### src/rtl/hi_lo_muldiv_unit.sv
`default_nettype none
// ============================================================================
// Module      : hi_lo_muldiv_unit
// Description : Iterative multiply/divide unit owning the HI/LO registers.
//               Radix-2 shift-add multiplier and restoring divider, one
//               step per clock, followed by a sign-fix/commit cycle.
//               MTHI/MTLO write HI/LO directly while idle.
// Ports       : clk        - rising-edge clock
//               reset      - asynchronous active-high reset
//               start      - one-cycle request strobe, qualified by op
//               op         - 001 MULT, 010 MULTU, 011 DIV, 100 DIVU,
//                            101 MTHI, 110 MTLO, others no-op
//               abort      - cancels an in-flight operation
//               operand_a  - rs (multiplicand / dividend / MTHI-MTLO data)
//               operand_b  - rt (multiplier / divisor)
//               busy       - operation in flight (registered)
//               done       - one-cycle pulse after a mul/div commit
//               hi, lo     - HI/LO architectural registers
// Revision    : 1.0 - initial release
// ============================================================================
module hi_lo_muldiv_unit #(
  parameter int WIDTH = 32,
  parameter int CNT_W = $clog2(WIDTH + 1)
) (
  input  logic             clk,
  input  logic             reset,
  input  logic             start,
  input  logic [2:0]       op,
  input  logic             abort,
  input  logic [WIDTH-1:0] operand_a,
  input  logic [WIDTH-1:0] operand_b,
  output logic             busy,
  output logic             done,
  output logic [WIDTH-1:0] hi,
  output logic [WIDTH-1:0] lo
);

  generate
    if (WIDTH < 4 || (WIDTH % 2) != 0) begin : g_param_check
      $error("hi_lo_muldiv_unit: WIDTH must be >= 4 and even");
    end
  endgenerate

  localparam logic [2:0] c_OP_MULT  = 3'b001;
  localparam logic [2:0] c_OP_MULTU = 3'b010;
  localparam logic [2:0] c_OP_DIV   = 3'b011;
  localparam logic [2:0] c_OP_DIVU  = 3'b100;
  localparam logic [2:0] c_OP_MTHI  = 3'b101;
  localparam logic [2:0] c_OP_MTLO  = 3'b110;

  localparam logic [CNT_W-1:0] c_LAST_CNT = CNT_W'(WIDTH - 1);

  typedef enum logic [1:0] {
    S_IDLE = 2'd0,
    S_RUN  = 2'd1,
    S_FIX  = 2'd2
  } state_t;

  state_t r_state;
  state_t w_state_nxt;

  // Datapath registers.
  //   r_acc : upper product half (mul) / partial remainder (div)
  //   r_q   : multiplier shifting out, low product half shifting in (mul);
  //           dividend shifting out, quotient shifting in (div)
  //   r_opb : multiplicand magnitude (mul) / divisor magnitude (div)
  logic [WIDTH-1:0] r_acc;
  logic [WIDTH-1:0] r_q;
  logic [WIDTH-1:0] r_opb;
  logic [CNT_W-1:0] r_cnt;
  logic             r_is_div;
  logic             r_neg_q;
  logic             r_neg_r;
  logic             r_busy;
  logic             r_done;
  logic [WIDTH-1:0] r_hi;
  logic [WIDTH-1:0] r_lo;

  // Request decode
  logic w_accept;
  logic w_op_mul;
  logic w_op_div;
  logic w_op_signed;
  logic w_start_arith;

  assign w_accept      = (r_state == S_IDLE) && start && !abort;
  assign w_op_mul      = (op == c_OP_MULT) || (op == c_OP_MULTU);
  assign w_op_div      = (op == c_OP_DIV)  || (op == c_OP_DIVU);
  assign w_op_signed   = (op == c_OP_MULT) || (op == c_OP_DIV);
  assign w_start_arith = w_accept && (w_op_mul || w_op_div);

  // Operand magnitudes: two's-complement absolute value for signed ops.
  // The most negative value maps onto itself, which is the correct unsigned
  // magnitude 2^(WIDTH-1).
  logic             w_a_neg;
  logic             w_b_neg;
  logic [WIDTH-1:0] w_a_mag;
  logic [WIDTH-1:0] w_b_mag;

  assign w_a_neg = w_op_signed && operand_a[WIDTH-1];
  assign w_b_neg = w_op_signed && operand_b[WIDTH-1];
  assign w_a_mag = w_a_neg ? (~operand_a + 1'b1) : operand_a;
  assign w_b_mag = w_b_neg ? (~operand_b + 1'b1) : operand_b;

  // Multiply step: add multiplicand when the current multiplier LSB is set,
  // then shift the whole {carry, acc, q} right by one.
  logic [WIDTH:0] w_mul_sum;
  assign w_mul_sum = {1'b0, r_acc} + (r_q[0] ? {1'b0, r_opb} : {(WIDTH+1){1'b0}});

  // Divide step: shift next dividend MSB into the remainder and trial-subtract.
  // The shifted remainder is WIDTH+1 bits wide; when it is not below the
  // divisor the difference is smaller than the divisor, so its low WIDTH bits
  // are exact. A zero divisor always "succeeds", giving an all-ones quotient
  // and a remainder equal to the dividend.
  logic [WIDTH:0]   w_div_shift;
  logic             w_div_ge;
  logic [WIDTH-1:0] w_div_diff;

  assign w_div_shift = {r_acc, r_q[WIDTH-1]};
  assign w_div_ge    = (w_div_shift >= {1'b0, r_opb});
  assign w_div_diff  = w_div_shift[WIDTH-1:0] - r_opb;

  // Sign correction applied in FIX
  logic [2*WIDTH-1:0] w_prod;
  logic [2*WIDTH-1:0] w_prod_fix;
  logic [WIDTH-1:0]   w_quo_fix;
  logic [WIDTH-1:0]   w_rem_fix;

  assign w_prod     = {r_acc, r_q};
  assign w_prod_fix = r_neg_q ? (~w_prod + 1'b1) : w_prod;
  assign w_quo_fix  = r_neg_q ? (~r_q + 1'b1)    : r_q;
  assign w_rem_fix  = r_neg_r ? (~r_acc + 1'b1)  : r_acc;

  // --------------------------------------------------------------------------
  // FSM state register
  // --------------------------------------------------------------------------
  always_ff @(posedge clk or posedge reset) begin
    if (reset) begin
      r_state <= S_IDLE;
    end else begin
      r_state <= w_state_nxt;
    end
  end

  // --------------------------------------------------------------------------
  // FSM next-state logic
  // --------------------------------------------------------------------------
  always_comb begin
    w_state_nxt = r_state;
    case (r_state)
      S_IDLE: begin
        if (w_start_arith) begin
          w_state_nxt = S_RUN;
        end
      end
      S_RUN: begin
        if (abort) begin
          w_state_nxt = S_IDLE;
        end else if (r_cnt == c_LAST_CNT) begin
          w_state_nxt = S_FIX;
        end
      end
      S_FIX: begin
        w_state_nxt = S_IDLE;
      end
      default: begin
        w_state_nxt = S_IDLE;
      end
    endcase
  end

  // --------------------------------------------------------------------------
  // Registered status outputs
  // --------------------------------------------------------------------------
  always_ff @(posedge clk or posedge reset) begin
    if (reset) begin
      r_busy <= 1'b0;
      r_done <= 1'b0;
    end else begin
      r_busy <= (w_state_nxt != S_IDLE);
      r_done <= (r_state == S_FIX) && !abort;
    end
  end

  // --------------------------------------------------------------------------
  // Datapath and HI/LO
  // --------------------------------------------------------------------------
  always_ff @(posedge clk or posedge reset) begin
    if (reset) begin
      r_acc    <= '0;
      r_q      <= '0;
      r_opb    <= '0;
      r_cnt    <= '0;
      r_is_div <= 1'b0;
      r_neg_q  <= 1'b0;
      r_neg_r  <= 1'b0;
      r_hi     <= '0;
      r_lo     <= '0;
    end else begin
      case (r_state)
        S_IDLE: begin
          if (w_start_arith) begin
            r_acc    <= '0;
            r_cnt    <= '0;
            r_is_div <= w_op_div;
            r_neg_q  <= w_a_neg ^ w_b_neg;
            r_neg_r  <= w_a_neg;
            if (w_op_div) begin
              r_q   <= w_a_mag;
              r_opb <= w_b_mag;
            end else begin
              r_q   <= w_b_mag;
              r_opb <= w_a_mag;
            end
          end else if (w_accept && (op == c_OP_MTHI)) begin
            r_hi <= operand_a;
          end else if (w_accept && (op == c_OP_MTLO)) begin
            r_lo <= operand_a;
          end
        end
        S_RUN: begin
          if (!abort) begin
            r_cnt <= r_cnt + CNT_W'(1);
            if (r_is_div) begin
              r_acc <= w_div_ge ? w_div_diff : w_div_shift[WIDTH-1:0];
              r_q   <= {r_q[WIDTH-2:0], w_div_ge};
            end else begin
              r_acc <= w_mul_sum[WIDTH:1];
              r_q   <= {w_mul_sum[0], r_q[WIDTH-1:1]};
            end
          end
        end
        S_FIX: begin
          if (!abort) begin
            if (r_is_div) begin
              r_hi <= w_rem_fix;
              r_lo <= w_quo_fix;
            end else begin
              r_hi <= w_prod_fix[2*WIDTH-1:WIDTH];
              r_lo <= w_prod_fix[WIDTH-1:0];
            end
          end
        end
        default: begin
          r_cnt <= '0;
        end
      endcase
    end
  end

  assign busy = r_busy;
  assign done = r_done;
  assign hi   = r_hi;
  assign lo   = r_lo;

endmodule
`default_nettype wire

### config.mk
export PLATFORM = sky130hd
export DESIGN_NAME = hi_lo_muldiv_unit
export DESIGN_NICKNAME = d
export VERILOG_FILES = /design/src/rtl/hi_lo_muldiv_unit.sv
export SDC_FILE = /design/constraint.sdc
export NUM_CORES = 1
export LEC_CHECK = 0
export ABC_CLOCK_PERIOD_IN_PS = 16500
export CAP_MARGIN = 20
export CORE_ASPECT_RATIO = 0.6
export CORE_MARGIN = 4
export CORE_UTILIZATION = 35
export DETAILED_ROUTE_END_ITERATION = 6
export GPL_ROUTABILITY_DRIVEN = 0
export SLEW_MARGIN = 0
export SYNTH_ARGS = -nofsm -noshare
export SYNTH_HDL_FRONTEND = slang
export SYNTH_SLANG_ARGS = --single-unit
### constraint.sdc
create_clock -name clk -period 16.5 [get_ports clk]
set_input_delay 4.95 -clock clk [delete_from_list [all_inputs] [get_ports clk]]
set_output_delay 4.95 -clock clk [all_outputs]
set_load 0.01 [all_outputs]
Word-level counts from Yosys, hierarchy flattened
Cells that the tools add are included.

Flip-flop bits (word level): 173. Output and inout port bits: 66.

Add/subtract/negate cells: 8. Order comparisons: 1. Equal/unequal tests: 16. Mux-type cells: 35. Bitwise logic cells: 7. Reductions and logical operators: 22.

Operators with widths (count): $mux 32 (23); $pmux 32 s2 (4); $add 32x1->32 const B (4); $not 32->32 (4); $add 64x1->64 const B (1); $mux 64 (1); $not 64->64 (1); $add 32x32->33 (1); $ge 33x32->1 (1); $sub 32x32->32 (1); $pmux 6 s3 (1); $mux 6 (2); $ne 2x2->1 const B (5); $eq 3x3->1 const B (3); $logic_and 1x1->1 (8); $add 6x1->6 const B (1); $eq 3x2->1 const B (2); $eq 6x5->1 const B (1); $mux 2 (3); $reduce_and 3->1 (2); $reduce_bool 2->1 (3); $reduce_and 5->1 (1); $logic_or 1x1->1 (4); $ne 2x1->1 const B (2); 10 further kinds (10).

Logic depth before layout (Yosys ltp)
Word-level depth: 8. Depth in mapped cells: 13. Mapped depth without buffers: 12.

Least setup slack after synthesis
Ideal clock, no wire load.

Kind: in2reg. Start point: input operand_b[16]. End point: register r_q[25]. Data arrival time: 6.666 ns. Data required time: 16.366 ns. Slack: 9.700 ns. Stages on the path: 8. Buffers on the path: 0. Cell sequence: or4_1 nor4_1 nand4b_1 o41ai_1 xor2_1 nor2_1 a21oi_1 o21ai_0.

Word-level cells in the longest chain between the ends: 6.

RTL lines: from (decl) (line 31) `input logic [WIDTH-1:0] operand_b,`; $not 32->32 (line 103) `assign w_b_mag = w_b_neg ? (~operand_b + 1'b1) : operand_b;`; $add 32x1->32 (line 103); $mux 32 (line 103); $mux 32 (line 208) `if (w_op_div) begin`; $mux 32 (line 202) `if (w_start_arith) begin`; $pmux 32 s2 (line 200) `case (r_state)`; to (signal assigned) (line 209) `r_q <= w_a_mag;`; to (signal assigned) (line 212) `r_q <= w_b_mag;`; to (signal assigned) (line 226) `r_q <= {r_q[WIDTH-2:0], w_div_ge};`; to (decl) (line 68) `logic [WIDTH-1:0] r_q;`.

No other way between the ends. The select of a mux whose other input is x is not followed. A chain may end at the register's enable or synchronous reset.

Final worst setup path
Start point: input operand_a[6]. End point: register r_opb[31].

Word-level cells in the longest chain between the ends: 4.

RTL lines: from (decl) (line 30) `input logic [WIDTH-1:0] operand_a,`; $not 32->32 (line 102) `assign w_a_mag = w_a_neg ? (~operand_a + 1'b1) : operand_a;`; $add 32x1->32 (line 102); $mux 32 (line 102); $mux 32 (line 208); to (signal assigned) (line 210) `r_opb <= w_b_mag;`; to (signal assigned) (line 213) `r_opb <= w_a_mag;`; to (decl) (line 69) `logic [WIDTH-1:0] r_opb;`.

No other way between the ends.

==> metrics.yaml <==
status:
  status: "finished, final reports clean"
detailed_routing:
  drt-initial-drc-count: 2508
  ant_nets: 0
  firstDrtPassIters: 7
  drt-total-wl_um: 66500
  wl_per_cell_um: 24.7
  num_vias: 16700
  drt_drc_violations_left: 0
  vias_per_cell: 6.22
synth:
  synth_top_area_share_pct: 27.8
  yosysMostFrequentCell: "nor2_1"
  synthTopCellsByCount: "nor2_1 (230), nand2_1 (219), o21ai_0 (183)"
  synth_largest_area_cell: "dfrtp_1"
  syn_area_um2: 15600
  ys_async_sr_fraction_pct: 100
  syn-num-nets: 2189
  synth_compound_area_share_pct: 26.9
  yosys-top-cells-area: "dfrtp_1 (28%), o21ai_0 (5.9%), ha_1 (5.5%)"
  avgSynthCellArea_um2: 7.61
  synth.mux.area_fraction_pct: 3.78
  ys_types: 87
  yosys_warnings: 0
  synth_edf_count: 0
  ys.flop_type: "dfrtp_1"
  synthXorXnorAreaFrac_pct: 8.32
  yosys.area_share.simple_pct: 22.2
  seq_area_frac_synth_pct: 27.8
  synth_seq_cells: 173
  synth_top_family_by_area: "compound AO/OA/AOI/OAI gates"
  synth_fa_ha_area_share_pct: 5.80
  postSynthCellCount: 2047
timing:
  fmax_ghz: 0.130
  layout_min_cycle_time_ns: 7.69
  slew_headroom_pct: 23.6
  worst_pin_slew_ns: 1.15
  layout_setup_ws_ns: 8.81
  setup_viol: 0
  clock_skew_ns: 0.0156
  setup-tns-final_ns: 0
  drv_slew: 0
  grt_setup_unrepaired: "false"
  finalCritPeriodShare_pct: 46.6
  hold_viol_final: 0
finish:
  layout.nets: 2241
  antennaDiodeCount: 0
  design_area_um2: 18000
  area_delta_synth_final_pct: 15.7
  drive_above_1_share_pct: 5.49
clock_network:
  cts_resized: 0
  h-tree-depth: 4
  postCtsHoldBufs: 0
  cts_tree: "done"
  root_buffer: "clkbuf_16"
  post_cts_buffers: 0
  cts_num_sinks: 173
  cts_made_buffers: 17
  clock_latency_ns: 0.47
  clkTransAtPathRegs_ns: 0.07
  clk_path_buf_depth: 2
global_routing:
  grt_pass1_wl_um: 97100
  antenna_found_initial: 3
  grt_usage_pct: 26.9
  grt_max_degree: 77
  first_global_vias: 14900
  grt_overflow: 0
setup_path:
  cpPeakStageDelay_ns: 0.75
  cp-end-kind: "flip-flop"
  r2r_start: "r_acc[5]"
  arrival_ns: 8.07
  worst-path-buf-inv: 1
  start_kind: "input pin"
  crit_chain: "clkdlybuf4s50_1 > nor4_2 > nand4_1 > nor2_1 > nand2_1 > o41ai_1 > nand3_1 > a31oi_1"
  cp-startpoint: "operand_a[6]"
  slowest_stage: "o41ai_1"
  cp_top_family: "simple AND/OR/NAND/NOR gates"
  r2r_slack_ns: 12.00
  worstPathRequired_ns: 16.88
  cp_max_fo: 7
  criticalPathCategory: "input pin to flip-flop"
pwr:
  internal_power_mw: 1.42
  swShare_pct: 51.2
  switchingPower_mw: 1.49
  leakagePower_nw: 7.42
  vdd_drop_max_mv: 0.0989
  comb_power_share_pct: 57.4
  power.share.clock_pct: 15.0
  p_per_area_nw_per_um2: 161
  p_total_mw: 2.90
  p_seq_share_pct: 27.5
die:
  rows: 59
  io_pins: 137
  core_um2: 43600
  die_w_um: 280
  initial_core_util_pct: 35.7
  die-area_um2: 48000
  die_h_um: 171
placement:
  pre_cts_ws_ns: 8.45
  placed_area_um2: 17400
  port_buffers: 136
  hpwl_um: 51600
min_path:
  hold_start: "lo[27]"
  hold_class: "flip-flop to flip-flop"
flow_run:
  max-cap-violations: 0
[kinds of logic (layout without fill, tap and decap cells)]
family | count (synthesis) | after routing
AND/OR/NAND/NOR | 736 | 736
AO/OA/AOI/OAI | 660 | 660
buffers and inverters | 202 | 267
flip-flops | 173 | 173
XOR/XNOR | 148 | 148
adder cells (fa/ha/maj) | 71 | 71
multiplexers | 57 | 57
[area by class of cell]
| type | count | area (µm²) |
|---|---|---|
| Fill cell | 4336 | 25600 |
| Multi-Input combinational cell | 1672 | 10500 |
| Sequential cell | 173 | 4330 |
| Timing Repair Buffer | 167 | 1610 |
| Tap cell | 579 | 724 |
| Clock buffer | 18 | 439 |
| Inverter | 68 | 260 |
| Clock inverter | 14 | 165 |
[cell usage in the layout (no fill, tap or decap), drive strengths merged, types with 24 or more instances in the layout]
| cell | n |
|---|---|
| nor2 | 231 |
| nand2 | 219 |
| o21ai | 196 |
| dfrtp | 173 |
| a21oi | 166 |
| clkdlybuf4s50 | 136 |
| xnor2 | 81 |
| inv | 77 |
| ha | 69 |
| xor2 | 67 |
| nor3 | 57 |
| nand3 | 55 |
| a31oi | 44 |
| mux2i | 42 |
| o31ai | 41 |
| o211ai | 31 |
| buf | 31 |
| a21o | 29 |
| or3 | 27 |
| a211oi | 24 |
[layer usage]
| layer | vias up | routed length, µm | part of all wire, % | track usage (%) |
|---|---|---|---|---|
| li1 | 7521 | - | - | - |
| met1 | 7951 | 30000 | 45 | 41.5 |
| met2 | 1176 | 23400 | 35 | 32.5 |
| met3 | 89 | 11800 | 18 | 12.6 |
| met4 | 8 | 1030 | 1.5 | 5.50 |
| met5 | - | 291 | 0.44 | 4.44 |
[final timing paths]
check,cells after the start,end
setup reg to reg,9,r_acc[21]
max in group asynchronous,3,r_opb[29]
hold / removal,1,lo[27]
setup / recovery,8,r_opb[31]
hold reg to reg,1,lo[27]
min in group asynchronous,2,r_q[11]
[state kept, by name, summed over array words and instances, names as in the netlist]
register and count:
r_cnt 6, r_q 32, r_neg_r 1, done 1, r_acc 32, hi 32
r_is_div 1, r_opb 32, busy 1, r_neg_q 1, lo 32, r_state 2
[power by group through the flow]
stage	Combinational [mW]	Clock (mW)	Sequential, mW
after global placement	1.58	0	0.774
after CTS	1.61	0.439	0.771
final	1.67	0.437	0.800
after global routing	1.80	0.457	0.799
after detailed placement	1.60	0	0.780
after floorplan	1.12	0	0.674
[worst reg2reg max path, cell delays in order, from the launching register on]
cell and delay [ns]:
dfrtp_1 0.76, ha_1 0.43, a2111o_1 0.49, o2111ai_2 0.32
a2111oi_4 0.21, o31ai_4 0.86, buf_4 0.41, a2111oi_1 0.09
a2111oi_0 0.67, a221o_1 0.20
[metrics by stage]
stage | instances | hold slack (ns) | utilization (%)
global route | 2691 | 0.505 | 41.3
floorplan | 2047 | 0.450 | -
CTS | 2690 | 0.487 | 41.3
global placement | 2656 | 0.463 | 39.8
finish | 2691 | 0.481 | 41.3
detailed placement | 2658 | 0.471 | 39.9
Note: power is estimated with default switching activity, not from simulation.
